`src/rtl/proc_sequencer.sv`:
```
// -----------------------------------------------------------------------------
// proc_sequencer
//
// Per-core execution sequencer that sits around the opcode decoder. It fetches
// each instruction from instruction memory, holds it for one decode cycle, and
// then commits the decoder's enables as single-cycle strobes. Pulse, sync and
// fproc instructions are stalled until their time or handshake condition is
// met. The sequencer owns the instruction pointer: increment, jump, and
// ALU-conditional jump.
//
// Handshake semantics:
//   sync_req / fproc_req are level requests. Each is high from the first wait
//   cycle up to and including the cycle in which sync_ack / fproc_valid is
//   seen, and it drops on the following cycle. An ack or valid that arrives
//   outside the matching wait state is ignored.
//
// Ports:
//   clk, rst_n          core clock (rising edge), asynchronous active-low reset
//   start               leave IDLE/DONE and run from instr_ptr 0
//   abort               synchronous stop back to IDLE; beats every other event
//   is_pulse .. is_halt decoded instruction class (valid in DECODE onward)
//   reg_write_en        decoder register-write enable
//   qclk_load_en        decoder qclk-load enable
//   instr_ptr_load_en   00 incr, 01 jump, 10 jump if alu_cond, 11 incr
//   alu_cond            ALU compare result
//   jump_addr           jump target
//   pulse_time, qclk    pulse issue time and current qclk (unsigned compare)
//   sync_ack            sync handshake completion
//   fproc_valid         fproc data valid
//   instr_ptr           instruction memory address
//   mem_en, instr_load  memory read enable / instruction-register latch
//   cstrobe             one-cycle pulse issue strobe
//   reg_write_strobe    one-cycle register-file write
//   qclk_load_strobe    one-cycle qclk load
//   sync_req, fproc_req level requests (see above)
//   pulse_late          sticky: some pulse issued after its pulse_time
//   done                halted
// -----------------------------------------------------------------------------
module proc_sequencer #(
    parameter int INSTR_PTR_WIDTH  = 8,
    parameter int QCLK_WIDTH       = 32,
    parameter int MEM_READ_LATENCY = 2
) (
    input  logic                       clk,
    input  logic                       rst_n,
    input  logic                       start,
    input  logic                       abort,
    input  logic                       is_pulse,
    input  logic                       is_sync,
    input  logic                       is_fproc,
    input  logic                       is_halt,
    input  logic                       reg_write_en,
    input  logic                       qclk_load_en,
    input  logic [1:0]                 instr_ptr_load_en,
    input  logic                       alu_cond,
    input  logic [INSTR_PTR_WIDTH-1:0] jump_addr,
    input  logic [QCLK_WIDTH-1:0]      pulse_time,
    input  logic [QCLK_WIDTH-1:0]      qclk,
    input  logic                       sync_ack,
    input  logic                       fproc_valid,
    output logic [INSTR_PTR_WIDTH-1:0] instr_ptr,
    output logic                       mem_en,
    output logic                       instr_load,
    output logic                       cstrobe,
    output logic                       reg_write_strobe,
    output logic                       qclk_load_strobe,
    output logic                       sync_req,
    output logic                       fproc_req,
    output logic                       pulse_late,
    output logic                       done
);

    // Latency counter width; a one-cycle memory still needs a 1-bit counter.
    localparam int CNT_W = (MEM_READ_LATENCY > 1) ? $clog2(MEM_READ_LATENCY) : 1;
    localparam logic [CNT_W-1:0] CNT_LAST = CNT_W'(MEM_READ_LATENCY - 1);

    typedef enum logic [2:0] {
        S_IDLE       = 3'd0,
        S_FETCH      = 3'd1,
        S_DECODE     = 3'd2,
        S_EXEC       = 3'd3,
        S_PULSE_WAIT = 3'd4,
        S_SYNC_WAIT  = 3'd5,
        S_FPROC_WAIT = 3'd6,
        S_DONE       = 3'd7
    } state_t;

    state_t                       state_q, state_d;
    logic [INSTR_PTR_WIDTH-1:0]   ptr_q, ptr_d;
    logic [CNT_W-1:0]             cnt_q, cnt_d;
    logic                         late_q, late_d;

    logic [INSTR_PTR_WIDTH-1:0]   ptr_inc;
    logic                         time_reached;
    logic                         time_passed;

    // Natural wrap from all-ones back to zero.
    assign ptr_inc      = ptr_q + INSTR_PTR_WIDTH'(1);
    assign time_reached = (qclk >= pulse_time);
    assign time_passed  = (qclk > pulse_time);

    assign instr_ptr  = ptr_q;
    assign pulse_late = late_q;

    // -------------------------------------------------------------------------
    // State and datapath registers
    // -------------------------------------------------------------------------
    always_ff @(posedge clk or negedge rst_n) begin
        if (!rst_n) begin
            state_q <= S_IDLE;
            ptr_q   <= '0;
            cnt_q   <= '0;
            late_q  <= 1'b0;
        end else begin
            state_q <= state_d;
            ptr_q   <= ptr_d;
            cnt_q   <= cnt_d;
            late_q  <= late_d;
        end
    end

    // -------------------------------------------------------------------------
    // Next-state, datapath next values and outputs
    // -------------------------------------------------------------------------
    always_comb begin
        state_d          = state_q;
        ptr_d            = ptr_q;
        cnt_d            = cnt_q;
        late_d           = late_q;
        mem_en           = 1'b0;
        instr_load       = 1'b0;
        cstrobe          = 1'b0;
        reg_write_strobe = 1'b0;
        qclk_load_strobe = 1'b0;
        sync_req         = 1'b0;
        fproc_req        = 1'b0;
        done             = 1'b0;

        unique case (state_q)
            S_IDLE: begin
                if (start) begin
                    state_d = S_FETCH;
                    ptr_d   = '0;
                    cnt_d   = '0;
                    late_d  = 1'b0;
                end
            end

            S_FETCH: begin
                mem_en = 1'b1;
                if (cnt_q == CNT_LAST) begin
                    instr_load = 1'b1;
                    cnt_d      = '0;
                    state_d    = S_DECODE;
                end else begin
                    cnt_d = cnt_q + CNT_W'(1);
                end
            end

            S_DECODE: begin
                // done is raised as soon as the halt is decoded, so the core
                // reports halted in the same cycle the halt is recognised.
                if (is_halt) begin
                    done    = 1'b1;
                    state_d = S_DONE;
                end else if (is_pulse) begin
                    state_d = S_PULSE_WAIT;
                end else if (is_sync) begin
                    state_d = S_SYNC_WAIT;
                end else if (is_fproc) begin
                    state_d = S_FPROC_WAIT;
                end else begin
                    state_d = S_EXEC;
                end
            end

            S_EXEC: begin
                reg_write_strobe = reg_write_en;
                qclk_load_strobe = qclk_load_en;
                unique case (instr_ptr_load_en)
                    2'b01:   ptr_d = jump_addr;
                    2'b10:   ptr_d = alu_cond ? jump_addr : ptr_inc;
                    default: ptr_d = ptr_inc;
                endcase
                cnt_d   = '0;
                state_d = S_FETCH;
            end

            S_PULSE_WAIT: begin
                if (time_reached) begin
                    cstrobe = 1'b1;
                    if (time_passed) begin
                        late_d = 1'b1;
                    end
                    ptr_d   = ptr_inc;
                    cnt_d   = '0;
                    state_d = S_FETCH;
                end
            end

            S_SYNC_WAIT: begin
                sync_req = 1'b1;
                if (sync_ack) begin
                    ptr_d   = ptr_inc;
                    cnt_d   = '0;
                    state_d = S_FETCH;
                end
            end

            S_FPROC_WAIT: begin
                fproc_req = 1'b1;
                // EXEC then commits the register write or jump of this fproc.
                if (fproc_valid) begin
                    state_d = S_EXEC;
                end
            end

            S_DONE: begin
                done = 1'b1;
                if (start) begin
                    state_d = S_FETCH;
                    ptr_d   = '0;
                    cnt_d   = '0;
                    late_d  = 1'b0;
                end
            end

            default: begin
                state_d = S_IDLE;
                ptr_d   = '0;
                cnt_d   = '0;
            end
        endcase

        // abort wins over everything: nothing coincident is committed, and
        // the core is back in its reset-like IDLE condition on the next cycle.
        if (abort) begin
            state_d          = S_IDLE;
            ptr_d            = '0;
            cnt_d            = '0;
            late_d           = 1'b0;
            instr_load       = 1'b0;
            cstrobe          = 1'b0;
            reg_write_strobe = 1'b0;
            qclk_load_strobe = 1'b0;
            done             = 1'b0;
        end
    end

endmodule

```
`config.mk`:
```
export PLATFORM = sky130hd
export DESIGN_NAME = proc_sequencer
export DESIGN_NICKNAME = d
export VERILOG_FILES = /design/src/rtl/proc_sequencer.sv
export SDC_FILE = /design/constraint.sdc
export NUM_CORES = 1
export LEC_CHECK = 0
export ABC_AREA = 1
export CAP_MARGIN = 20
export CORE_ASPECT_RATIO = 1.5
export CORE_MARGIN = 8
export CORE_UTILIZATION = 37
export DETAILED_ROUTE_END_ITERATION = 8
export PLACE_DENSITY = 0.83
export SLEW_MARGIN = 15
export SYNTH_ARGS = -nofsm -noshare
export SYNTH_HDL_FRONTEND = slang
export SYNTH_SLANG_ARGS = --single-unit
export TNS_END_PERCENT = 5
```
`constraint.sdc`:
```
create_clock -name clk -period 2 [get_ports clk]
set_clock_uncertainty 0.1 [all_clocks]
set_input_delay 0.4 -clock clk [delete_from_list [all_inputs] [get_ports clk]]
set_output_delay 0.4 -clock clk [all_outputs]
set_load 0.1 [all_outputs]
```
==> results of run 1 <==
[per-layer routing]
metal	routed length, um	part of all wire [%]	vias to the layer above
met5	0	0	-
met4	231	2.8	0
met3	482	5.9	24
met2	4549	55	123
met1	2953	36	1207
li1	-	-	1302
[cells by family after synthesis]
family / synth area share, %
xor+xnor: 0.4285
buf+inv: 13.16
simple gates: 37.82
compound gates: 11.26
flops: 15.91
fa+ha+maj: 21.42
[power by group]
part           switching (uW)  internal (uW)  total (uW)  leakage, uW
sequential                109            330         439     0.000172
clock                     102            141         243    0.0000228
combinational            1140            757        1900      0.00174
[registers in the layout, summed over array words and instances, names as in the netlist]
register    count
instr_ptr       8
state_q         3
cnt_q           1
pulse_late      1
[worst reg2reg max path, stage by stage (launching register included)]
cell and delay, ns:
dfrtp_2 0.44, inv_2 0.11, nand2_2 0.10, nand2_2 0.16, inv_2 0.09, o21ai_4 0.22
nand3_1 0.10, a21oi_1 0.16, nand4_1 0.15, nand2_1 0.08
[cells in the final DEF (no fill, tap or decap), drive strengths merged]
master         instances
a21oi                 22
nand3b                 1
ha                    35
o31ai                  1
nand3                 24
inv                   65
a21o                   1
nand2                 86
nand4                 17
clkdlybuf4s50         21
dlygate4sd2            7
a32oi                  1
nor4                   2
o21ai                 14
or2                    2
clkdlybuf4s15         15
clkbuf                10
nor2                  30
buf                   76
xor2                   1
nor3                   5
dfrtp                 13
[timing repair]
item / 4_1_cts / 5_1_grt
setup buffers: 4 / 1
resized for setup: 307 / 28
pin swaps: 80 / 29
setup endpoints to repair: 18 / 16
[worst min-delay path by stage]
stage                 end  depth (start not counted)  startpoint  slack, ns
floorplan           cnt_q                          0       rst_n      0.004
global placement    cnt_q                          2       cnt_q       0.36
detailed placement  cnt_q                          2       cnt_q       0.38
CTS                 cnt_q                          2       cnt_q       0.40
global route        cnt_q                          2       cnt_q       0.42
finish              cnt_q                          2       cnt_q       0.40
[layout make-up]
| cell class | count | area, um2 | area share [%] |
|---|---|---|---|
| multi-input combinational | 242 | 2054 | 50.77 |
| inverter | 65 | 251.5 | 6.215 |
| timing repair buffer | 125 | 1279 | 31.60 |
| sequential | 13 | 329.1 | 8.132 |
| clock buffer | 4 | 45.04 | 1.113 |
| tap | 70 | 87.58 | 2.165 |
[stage by stage]
| step | area, um2 | setup TNS, ns |
|---|---|---|
| finish | 4046 | -1.439 |
| global route | 4046 | -2.907 |
| CTS | 3998 | -0.7944 |
| detailed placement | 3481 | -9.932 |
| global placement | 3481 | -9.161 |
| floorplan | 2074 | -2.911 |
==> impl_metrics.env, run 1 <==
export IMPL_floorplan_die_height_um=107.0
export IMPL_cp_data_arrival_time_ns=1.80
export IMPL_worstHoldPathType="register to register"
export IMPL_clk_insertion_delay_late_ns=0.24
export IMPL_hold_slack_ns=0.4038
export IMPL_cp_end_kind="output pin"
export IMPL_route_detailed_vias_per_inst=5.118
export IMPL_proportion_of_synthesized_flip_flops_having_asynchronous_set_or_reset_pct=100.0
export IMPL_r2r_setup_slack_ns=0.24
export IMPL_power_leakage_uw=0.001935
export IMPL_wire_per_inst_um=15.83
export IMPL_detail_route_first_pass_iterations=4
export IMPL_buffer_ports_inserted=103
export IMPL_die_width_um=76.70
export IMPL_final_setup_viol_count=13
export IMPL_rr_startpoint="state_q[0]"
export IMPL_yosys_area_top_type="ha_1"
export IMPL_synthesis_area_um2=2044
export IMPL_required_ns=1.50
export IMPL_synth_top_cell_area_share_pct=21.42
export IMPL_timing_max_transition_violations_final=0
export IMPL_syn_to_final_growth_pct=97.92
export IMPL_finalNonFillerCells=519
export IMPL_antennaDiodeCount=0
export IMPL_tritoncts="built"
export IMPL_drive_gt1_share_pct=48.55
export IMPL_setup_repair_after_global_routing_missed_its_margin="yes"
export IMPL_htreeDepth=1
export IMPL_synth_area_leaders="ha_1 (21%), dfrtp_1 (16%), nand2_1 (15%), inv_1 (11%), nand3_1 (5.6%)"
export IMPL_antenna_left=0
export IMPL_num_vias=2656
export IMPL_antenna_violations_before_repair=0
export IMPL_syn_mean_instance_area_um2=6.330
export IMPL_tritoncts_num_buffers=3
export IMPL_post_route_worst_setup_slack_ns=-0.3043
export IMPL_max_freq_mhz=434.0
export IMPL_hold_buffers=0
export IMPL_grt_start_max_net_pins=14
export IMPL_busiest_layer="met2"
export IMPL_final_fill_count=390
export IMPL_final_net_count=572
export IMPL_report_final_hold_viol_count=0
export IMPL_final_min_clock_period_ns=2.304
export IMPL_syn_nets=445
export IMPL_met3_usage_pct=3.936
export IMPL_ys_dominant_reg_cell="dfrtp_1"
export IMPL_r2r_worst_path_cells=9
export IMPL_vias_in_the_first_global_route=2888
export IMPL_cell_family_with_the_largest_share_of_critical_path_delay="simple AND/OR/NAND/NOR gates"
export IMPL_std_cell_rows=33
export IMPL_global_route_wire_length_before_repair_mm=13.21
export IMPL_yosysWarnings=0
export IMPL_layout_core_utilization_pct=74.81
export IMPL_clock_sinks=13
export IMPL_grt_overflow_total=0
export IMPL_ir_worst_vdd_uv=846.9
export IMPL_ff_latch_count_synth=13
export IMPL_synthCells=323
export IMPL_run_status="complete, but fails checks"
export IMPL_worst_slew_margin_rel_pct=59.01
export IMPL_synthDistinctLibCells=29
export IMPL_clk_root_buffer_cell="clkbuf_8"
export IMPL_crit_path_frequent_cell="nand2_2"
export IMPL_globalRouteMet1Util_pct=18.19
export IMPL_die_area_um2=8209
export IMPL_gr_usage_all_layers_pct=19.26
export IMPL_synth_edff_count=0
export IMPL_power_density_nw_per_um2=636.9
export IMPL_setup_worst_path_class="primary input to output pin"
export IMPL_min_period_over_period_pct=115.2
export IMPL_timing_critical_path_depth=12
export IMPL_critical_path_max_stage_delay_ns=0.27
export IMPL_cp_num_buf_inv=4
export IMPL_clock_tree_buffer_depth=2
export IMPL_ioPinCount=104
export IMPL_maxCapViolations=0
export IMPL_setup_worst_path_start_class="primary input"
export IMPL_grtUsageMet2_pct=39.79
export IMPL_actual_slew_at_the_worst_max_slew_pin_ns=0.6129
export IMPL_cpMaxStageDelayCell="ha_4"
export IMPL_wl_mm=8.216
export IMPL_initial_utilization_pct=37.80
export IMPL_synth_commonest_cells="nand2_1 (82), inv_1 (59), ha_1 (35)"
export IMPL_cp_startpoint="pulse_time[8]"
export IMPL_clkSlewWorstSetupHoldPaths_ns=0.06
export IMPL_critPathMaxFanout=2
export IMPL_fin_total_pwr_uw=2577
export IMPL_failed_checks="negative setup slack"
export IMPL_first_iter_violations=100
export IMPL_dpl_hpwl_mm=5.838
export IMPL_synth_seq_area_share_pct=15.91
export IMPL_cp_cell_sequence="clkdlybuf4s15_1 -> inv_2 -> ha_4 -> nand3_4 -> nor3_4 -> nand2_1 -> nand2_2 -> nand2_2 -> nand3_2 -> nand2_2 -> inv_2 -> buf_12"
export IMPL_reg2reg_to="instr_ptr[3]"
export IMPL_core_um2=5409
export IMPL_setup_worst_path_end="cstrobe"
export IMPL_post_place_ws_ns=-0.7733
export IMPL_dp_cells=510
export IMPL_gpl_final_weighted_congestion=0.8649
export IMPL_route_detailed_drc=0
export IMPL_yosysMostFrequentCell="nand2_1"
Note: power is estimated with default switching activity, not from simulation.
==> inputs of run 2 (changes only) <==
--- a/config.mk
+++ b/config.mk
@@ -7,11 +7,14 @@
 export LEC_CHECK = 0
 export ABC_AREA = 1
 export CAP_MARGIN = 20
+export CELL_PAD_IN_SITES_DETAIL_PLACEMENT = 0
+export CELL_PAD_IN_SITES_GLOBAL_PLACEMENT = 1
 export CORE_ASPECT_RATIO = 1.5
-export CORE_MARGIN = 8
-export CORE_UTILIZATION = 37
+export CORE_MARGIN = 1
+export CORE_UTILIZATION = 24
+export CTS_BUF_LIST = sky130_fd_sc_hd__clkbuf_16
 export DETAILED_ROUTE_END_ITERATION = 8
-export PLACE_DENSITY = 0.83
+export PLACE_DENSITY = 0.82
 export SLEW_MARGIN = 15
 export SYNTH_ARGS = -nofsm -noshare
 export SYNTH_HDL_FRONTEND = slang
==> impl_metrics.env, run 2 (same netlist as run 1, synthesis figures left out) <==
export IMPL_final_setup_viol_count=15
export IMPL_clock_sinks=13
export IMPL_dpl_instance_area_um2=3572
export IMPL_failed_checks="negative setup slack"
export IMPL_floorplan_die_height_um=115.0
export IMPL_route_detailed_vias_per_inst=4.573
export IMPL_gpl_final_weighted_congestion=0.8160
export IMPL_die_area_um2=8899
export IMPL_setup_repair_after_global_routing_missed_its_margin="yes"
export IMPL_clk_root_buffer_cell="clkbuf_16"
export IMPL_tritoncts="built"
export IMPL_min_period_over_period_pct=110.8
export IMPL_initial_utilization_pct=25.06
export IMPL_final_fill_count=766
export IMPL_run_status="complete, but fails checks"
export IMPL_vias_in_the_first_global_route=2643
export IMPL_r2r_setup_slack_ns=0.22
export IMPL_syn_to_final_growth_pct=103.1
export IMPL_grt_overflow_total=0
export IMPL_route_detailed_drc=0
export IMPL_report_final_hold_viol_count=0
export IMPL_worst_slew_margin_rel_pct=77.89
export IMPL_ir_worst_vdd_uv=735.0
export IMPL_required_ns=1.50
export IMPL_clock_tree_buffer_depth=2
export IMPL_cp_data_arrival_time_ns=1.72
export IMPL_ioPinCount=104
export IMPL_wire_per_inst_um=12.32
export IMPL_ff_latch_area_um2=329.1
export IMPL_maxCapViolations=0
export IMPL_grt_start_max_net_pins=14
export IMPL_final_cell_mix="nand2_1 (69), inv_2 (36), ha_4 (28)"
export IMPL_num_vias=2584
export IMPL_std_cell_rows=40
export IMPL_max_freq_mhz=451.4
export IMPL_critPathMaxFanout=2
export IMPL_drive_gt1_share_pct=49.35
export IMPL_die_width_um=77.36
export IMPL_setup_worst_path_class="primary input to output pin"
export IMPL_dp_cells=553
export IMPL_global_route_wire_length_before_repair_mm=11.34
export IMPL_power_density_nw_per_um2=644.8
export IMPL_htreeDepth=1
export IMPL_hold_slack_ns=0.3659
export IMPL_worstHoldPathType="primary input to async pin"
export IMPL_finalInstanceArea_um2=4151
export IMPL_reg2reg_to="instr_ptr[6]"
export IMPL_clkSlewWorstSetupHoldPaths_ns=0.04
export IMPL_cp_end_kind="output pin"
export IMPL_layout_commonest_cell="nand2_1"
export IMPL_antenna_violations_before_repair=0
export IMPL_clk_insertion_delay_late_ns=0.24
export IMPL_power_leakage_uw=0.001988
export IMPL_r2r_worst_path_cells=8
export IMPL_dpl_hpwl_mm=5.337
export IMPL_final_net_count=583
export IMPL_cp_startpoint="pulse_time[28]"
export IMPL_buffer_ports_inserted=103
export IMPL_first_iter_violations=28
export IMPL_finalNonFillerCells=565
export IMPL_layout_core_utilization_pct=50.89
export IMPL_core_um2=8158
export IMPL_post_route_worst_setup_slack_ns=-0.2152
export IMPL_final_min_clock_period_ns=2.215
export IMPL_largest_register_ff_count=8
export IMPL_tritoncts_num_buffers=3
export IMPL_gr_usage_all_layers_pct=15.82
export IMPL_actual_slew_at_the_worst_max_slew_pin_ns=0.3292
export IMPL_setup_worst_path_start_class="primary input"
export IMPL_antennaDiodeCount=0
export IMPL_detail_route_first_pass_iterations=4
export IMPL_wl_mm=6.962
export IMPL_antenna_left=0
export IMPL_timing_max_transition_violations_final=0
export IMPL_rr_startpoint="instr_ptr[0]"
export IMPL_multi_input_combinational_cell_area_um2=2013
export IMPL_fin_tns_setup_ns=-1.502
-- run 2: cell types whose count changed in the layout (fill, tap and decap cells not counted), moves of 3 or more --
cell / before / now
buf_4: 18 / 27
clkbuf_16: 0 / 3
clkbuf_8: 3 / 0
inv_1: 24 / 27
-- run 2: layout make-up --
cell class                 instances  area share (%)
multi-input combinational        242           48.49
inverter                          65           6.058
sequential                        13           7.926
tap                              105           3.165
timing repair buffer             136           32.46
clock inverter                     1         0.09042
clock buffer                       3           1.808
-- run 2: routing by layer --
metal  wire length [um]  global-route usage, %  vias up  part of all wire, %
met4                123                  4.906        0                  1.8
met1               2513                  15.23     1174                   36
met2               4008                  33.75       76                   58
met3                317                  1.825       11                  4.6
li1                   -                      -     1323                    -
met5                  0                      0        -                    0
-- run 2: how the worst max path moves through the flow --
| stage | endpoint | slack (ns) | depth (start not counted) |
|---|---|---|---|
| floorplan | instr_load | -0.61 | 5 |
| global placement | cstrobe | -0.73 | 13 |
| detailed placement | cstrobe | -0.78 | 13 |
| CTS | cstrobe | -0.24 | 14 |
| global route | cstrobe | -0.30 | 14 |
| finish | cstrobe | -0.22 | 14 |
-- run 2: timing repair --
action                                  CTS  global route
hold buffers                              0             0
endpoints found under the setup margin   18            18
gates resized for setup                 298            31
pin swaps                                77            30
buffers inserted                          7             1
-- run 2: report_power, final --
group	internal, uW	total, uW	switching [uW]
logic	764	1860	1100
clock network	263	372	108
registers	331	446	115
total	1360	2680	1320
-- run 2: worst max-delay path, cell delays in order --
cell,delay [ns]
buf_6,0.08
inv_4,0.03
ha_4,0.26
nand2_4,0.05
nor2_4,0.12
inv_2,0.05
nor2_4,0.08
nand2_2,0.08
nor2_4,0.12
nand3b_4,0.09
nand3_2,0.08
nand2_2,0.05
inv_2,0.07
buf_12,0.16
-- run 2: metrics by stage --
stage	worst slack, ns	total power, uW
2_1_floorplan	-0.6062	1460
3_3_place_gp	-0.7349	2123
3_5_place_dp	-0.7755	2143
4_1_cts	-0.2358	2661
5_1_grt	-0.3032	2863
6_report	-0.2152	2677
==> inputs of run 3 (changes only) <==
--- a/config.mk
+++ b/config.mk
@@ -5,13 +5,12 @@
 export SDC_FILE = /design/constraint.sdc
 export NUM_CORES = 1
 export LEC_CHECK = 0
-export ABC_AREA = 1
 export CAP_MARGIN = 20
 export CELL_PAD_IN_SITES_DETAIL_PLACEMENT = 0
 export CELL_PAD_IN_SITES_GLOBAL_PLACEMENT = 1
-export CORE_ASPECT_RATIO = 1.5
+export CORE_ASPECT_RATIO = 0.9
 export CORE_MARGIN = 1
-export CORE_UTILIZATION = 24
+export CORE_UTILIZATION = 25
 export CTS_BUF_LIST = sky130_fd_sc_hd__clkbuf_16
 export DETAILED_ROUTE_END_ITERATION = 8
 export PLACE_DENSITY = 0.82
==> impl_metrics.env, run 3 <==
export IMPL_synthCells=291
export IMPL_proportion_of_synthesized_flip_flops_having_asynchronous_set_or_reset_pct=100.0
export IMPL_ioPinCount=104
export IMPL_dpl_hpwl_mm=5.949
export IMPL_synth_adder_area_share_pct=20.69
export IMPL_r2r_setup_slack_ns=0.08
export IMPL_synth_edff_count=0
export IMPL_buffer_ports_inserted=103
export IMPL_report_final_hold_viol_count=0
export IMPL_yosys_area_top_type="ha_1"
export IMPL_yosys_area_share_simple_pct=23.29
export IMPL_failed_checks="negative setup slack"
export IMPL_fin_tns_setup_ns=-4.684
export IMPL_detailroute_wirelength_met2_mm=3.957
export IMPL_grt_start_max_net_pins=14
export IMPL_syn_nets=413
export IMPL_gpl_final_weighted_congestion=0.8325
export IMPL_max_freq_mhz=380.4
export IMPL_synth_commonest_cells="inv_1 (42), ha_1 (35), a21oi_1 (31)"
export IMPL_yosysMostFrequentCell="inv_1"
export IMPL_setup_worst_path_class="primary input to output pin"
export IMPL_clock_tree_buffer_depth=2
export IMPL_setup_worst_path_start_class="primary input"
export IMPL_critPathMaxFanout=3
export IMPL_synth_area_in_compound_gates_pct=29.55
export IMPL_r2r_worst_path_cells=5
export IMPL_setup_repair_after_global_routing_missed_its_margin="yes"
export IMPL_synth_seq_area_share_pct=15.37
export IMPL_power_leakage_uw=0.001787
export IMPL_num_vias=2666
export IMPL_die_area_um2=8841
export IMPL_layout_core_utilization_pct=51.06
export IMPL_actual_slew_at_the_worst_max_slew_pin_ns=0.4967
export IMPL_synth_top_cell_area_share_pct=20.69
export IMPL_clk_insertion_delay_late_ns=0.24
export IMPL_std_cell_rows=31
export IMPL_vias_in_the_first_global_route=2771
export IMPL_gr_usage_all_layers_pct=17.72
export IMPL_ys_dominant_reg_cell="dfrtp_1"
export IMPL_wire_per_inst_um=14.40
export IMPL_htreeDepth=1
export IMPL_dominant_combinational_cell_family_by_area_after_synthesis="compound AO/OA/AOI/OAI gates"
export IMPL_met1_length_mm=3.318
export IMPL_ff_latch_count_synth=13
export IMPL_ir_worst_vdd_uv=415.1
export IMPL_die_width_um=99
export IMPL_yosysWarnings=0
export IMPL_antenna_left=0
export IMPL_tritoncts_num_buffers=3
export IMPL_setup_worst_path_end="cstrobe"
export IMPL_min_period_over_period_pct=131.4
export IMPL_timing_max_transition_violations_final=0
export IMPL_antennaDiodeCount=0
export IMPL_post_place_ws_ns=-1.073
export IMPL_reg2reg_to="state_q[0]"
export IMPL_tritoncts="built"
export IMPL_clock_sinks=13
export IMPL_synth_area_leaders="ha_1 (21%), dfrtp_1 (15%), inv_1 (7.4%), a21oi_1 (7.3%), nand2_1 (5.3%)"
export IMPL_final_setup_viol_count=13
export IMPL_wl_met3_um=307
export IMPL_synthDistinctLibCells=54
export IMPL_antenna_violations_before_repair=0
export IMPL_route_detailed_drc=0
export IMPL_clk_root_buffer_cell="clkbuf_16"
export IMPL_final_min_clock_period_ns=2.629
export IMPL_rr_startpoint="state_q[1]"
export IMPL_power_density_nw_per_um2=571.0
export IMPL_floorplan_die_height_um=89.30
export IMPL_final_net_count=562
export IMPL_post_synth_xor_area_fraction_pct=0.8274
export IMPL_maxUsedRoutingLayer="met4"
export IMPL_worst_slew_margin_rel_pct=66.89
export IMPL_required_ns=1.50
export IMPL_final_cell_mix="buf_4 (49), nand2_1 (27), a21oi_1 (27)"
export IMPL_syn_to_final_growth_pct=96.45
export IMPL_hold_buffers=0
export IMPL_share_of_synthesized_area_spent_on_multiplexers_pct=0.4728
export IMPL_route_detailed_vias_per_inst=4.955
export IMPL_wl_mm=7.748
export IMPL_cp_startpoint="qclk[6]"
export IMPL_run_status="complete, but fails checks"
export IMPL_global_route_wire_length_before_repair_mm=12.58
export IMPL_cp_end_kind="output pin"
export IMPL_largest_register_ff_count=8
export IMPL_core_um2=8145
export IMPL_cp_data_arrival_time_ns=2.13
export IMPL_maxCapViolations=0
export IMPL_grt_overflow_total=0
export IMPL_clkSlewWorstSetupHoldPaths_ns=0.05
export IMPL_synthesis_area_um2=2117
export IMPL_layout_commonest_cell="buf_4"
export IMPL_post_route_worst_setup_slack_ns=-0.6287
export IMPL_worstHoldPathType="primary input to async pin"
export IMPL_first_iter_violations=108
export IMPL_initial_utilization_pct=25.99
export IMPL_syn_mean_instance_area_um2=7.275
export IMPL_detail_route_first_pass_iterations=4
export IMPL_drive_gt1_share_pct=42.37
[run 3: cell count changes after synthesis, sizes merged, moves of 5 or more]
| cell | previous run | this run |
|---|---|---|
| o211ai | 0 | 7 |
| inv | 65 | 42 |
| nor2 | 30 | 15 |
| a21oi | 22 | 31 |
| nor3b | 0 | 5 |
| nand4 | 17 | 8 |
| buf | 1 | 8 |
| nand2 | 86 | 30 |
| nor2b | 0 | 5 |
| nand3 | 24 | 5 |
| o21ai | 14 | 22 |
[run 3: per-stage QoR]
step	hold slack [ns]	instance area, um2	power, uW	cells
floorplan	0.004409	2252	1223	291
global placement	0.4862	3851	1885	527
detailed placement	0.4978	3851	1900	527
CTS	0.3733	4145	2353	537
global route	0.3918	4159	2543	538
finish	0.3684	4159	2375	538
[run 3: kinds of logic after synthesis]
| logic type | after synthesis |
|---|---|
| adder cells (fa/ha/maj) | 35 |
| AND/OR/NAND/NOR | 93 |
| buffers and inverters | 52 |
| multiplexers | 1 |
| XOR/XNOR | 2 |
| AO/OA/AOI/OAI | 95 |
| flip-flops | 13 |
[run 3: report_power, final]
part           switching, uW  leakage, uW  internal, uW  total, uW
logic                    845      0.00157           753       1600
clock network            114    0.0000423           264        378
registers               91.1     0.000176           307        398
total                   1050      0.00179          1320       2370
[run 3: how the worst min path moves through the flow]
stage | startpoint | endpoint | slack (ns) | depth (start not counted)
5_1_grt | rst_n | instr_ptr[4] | 0.39 | 2
3_5_place_dp | pulse_late | pulse_late | 0.50 | 2
4_1_cts | rst_n | instr_ptr[2] | 0.37 | 2
3_3_place_gp | pulse_late | pulse_late | 0.49 | 2
6_report | rst_n | instr_ptr[5] | 0.37 | 2
2_1_floorplan | rst_n | cnt_q | 0.004 | 0
[run 3: final cells by class]
cell class	count	area, um2
Fill cell	770	3986
Multi-Input combinational cell	226	2029
Timing Repair Buffer	154	1429
Sequential cell	13	327.8
Inverter	42	170.2
Tap cell	99	123.9
Clock buffer	3	75.07
Clock inverter	1	3.754
[run 3: repair_timing]
action                     in CTS  in global routing
gates resized for setup       225                 28
hold endpoints to repair        0                  0
pin swaps                      56                  9
setup endpoints to repair      19                 18
setup buffers                   6                  1
[run 3: layer usage]
layer / vias up / track usage [%]
met5: - / 0
met4: 0 / 4.478
met3: 13 / 2.424
met2: 69 / 34.71
met1: 1227 / 20.45
li1: 1357 / -
[run 3: critical path, cell delays in order]
cell           delay (ns)
dlygate4sd2_1        0.27
ha_4                 0.25
nand2_4              0.08
o21ai_2              0.05
a221o_1              0.31
o31a_1               0.37
nor2_4               0.14
a21boi_4             0.07
buf_12               0.16
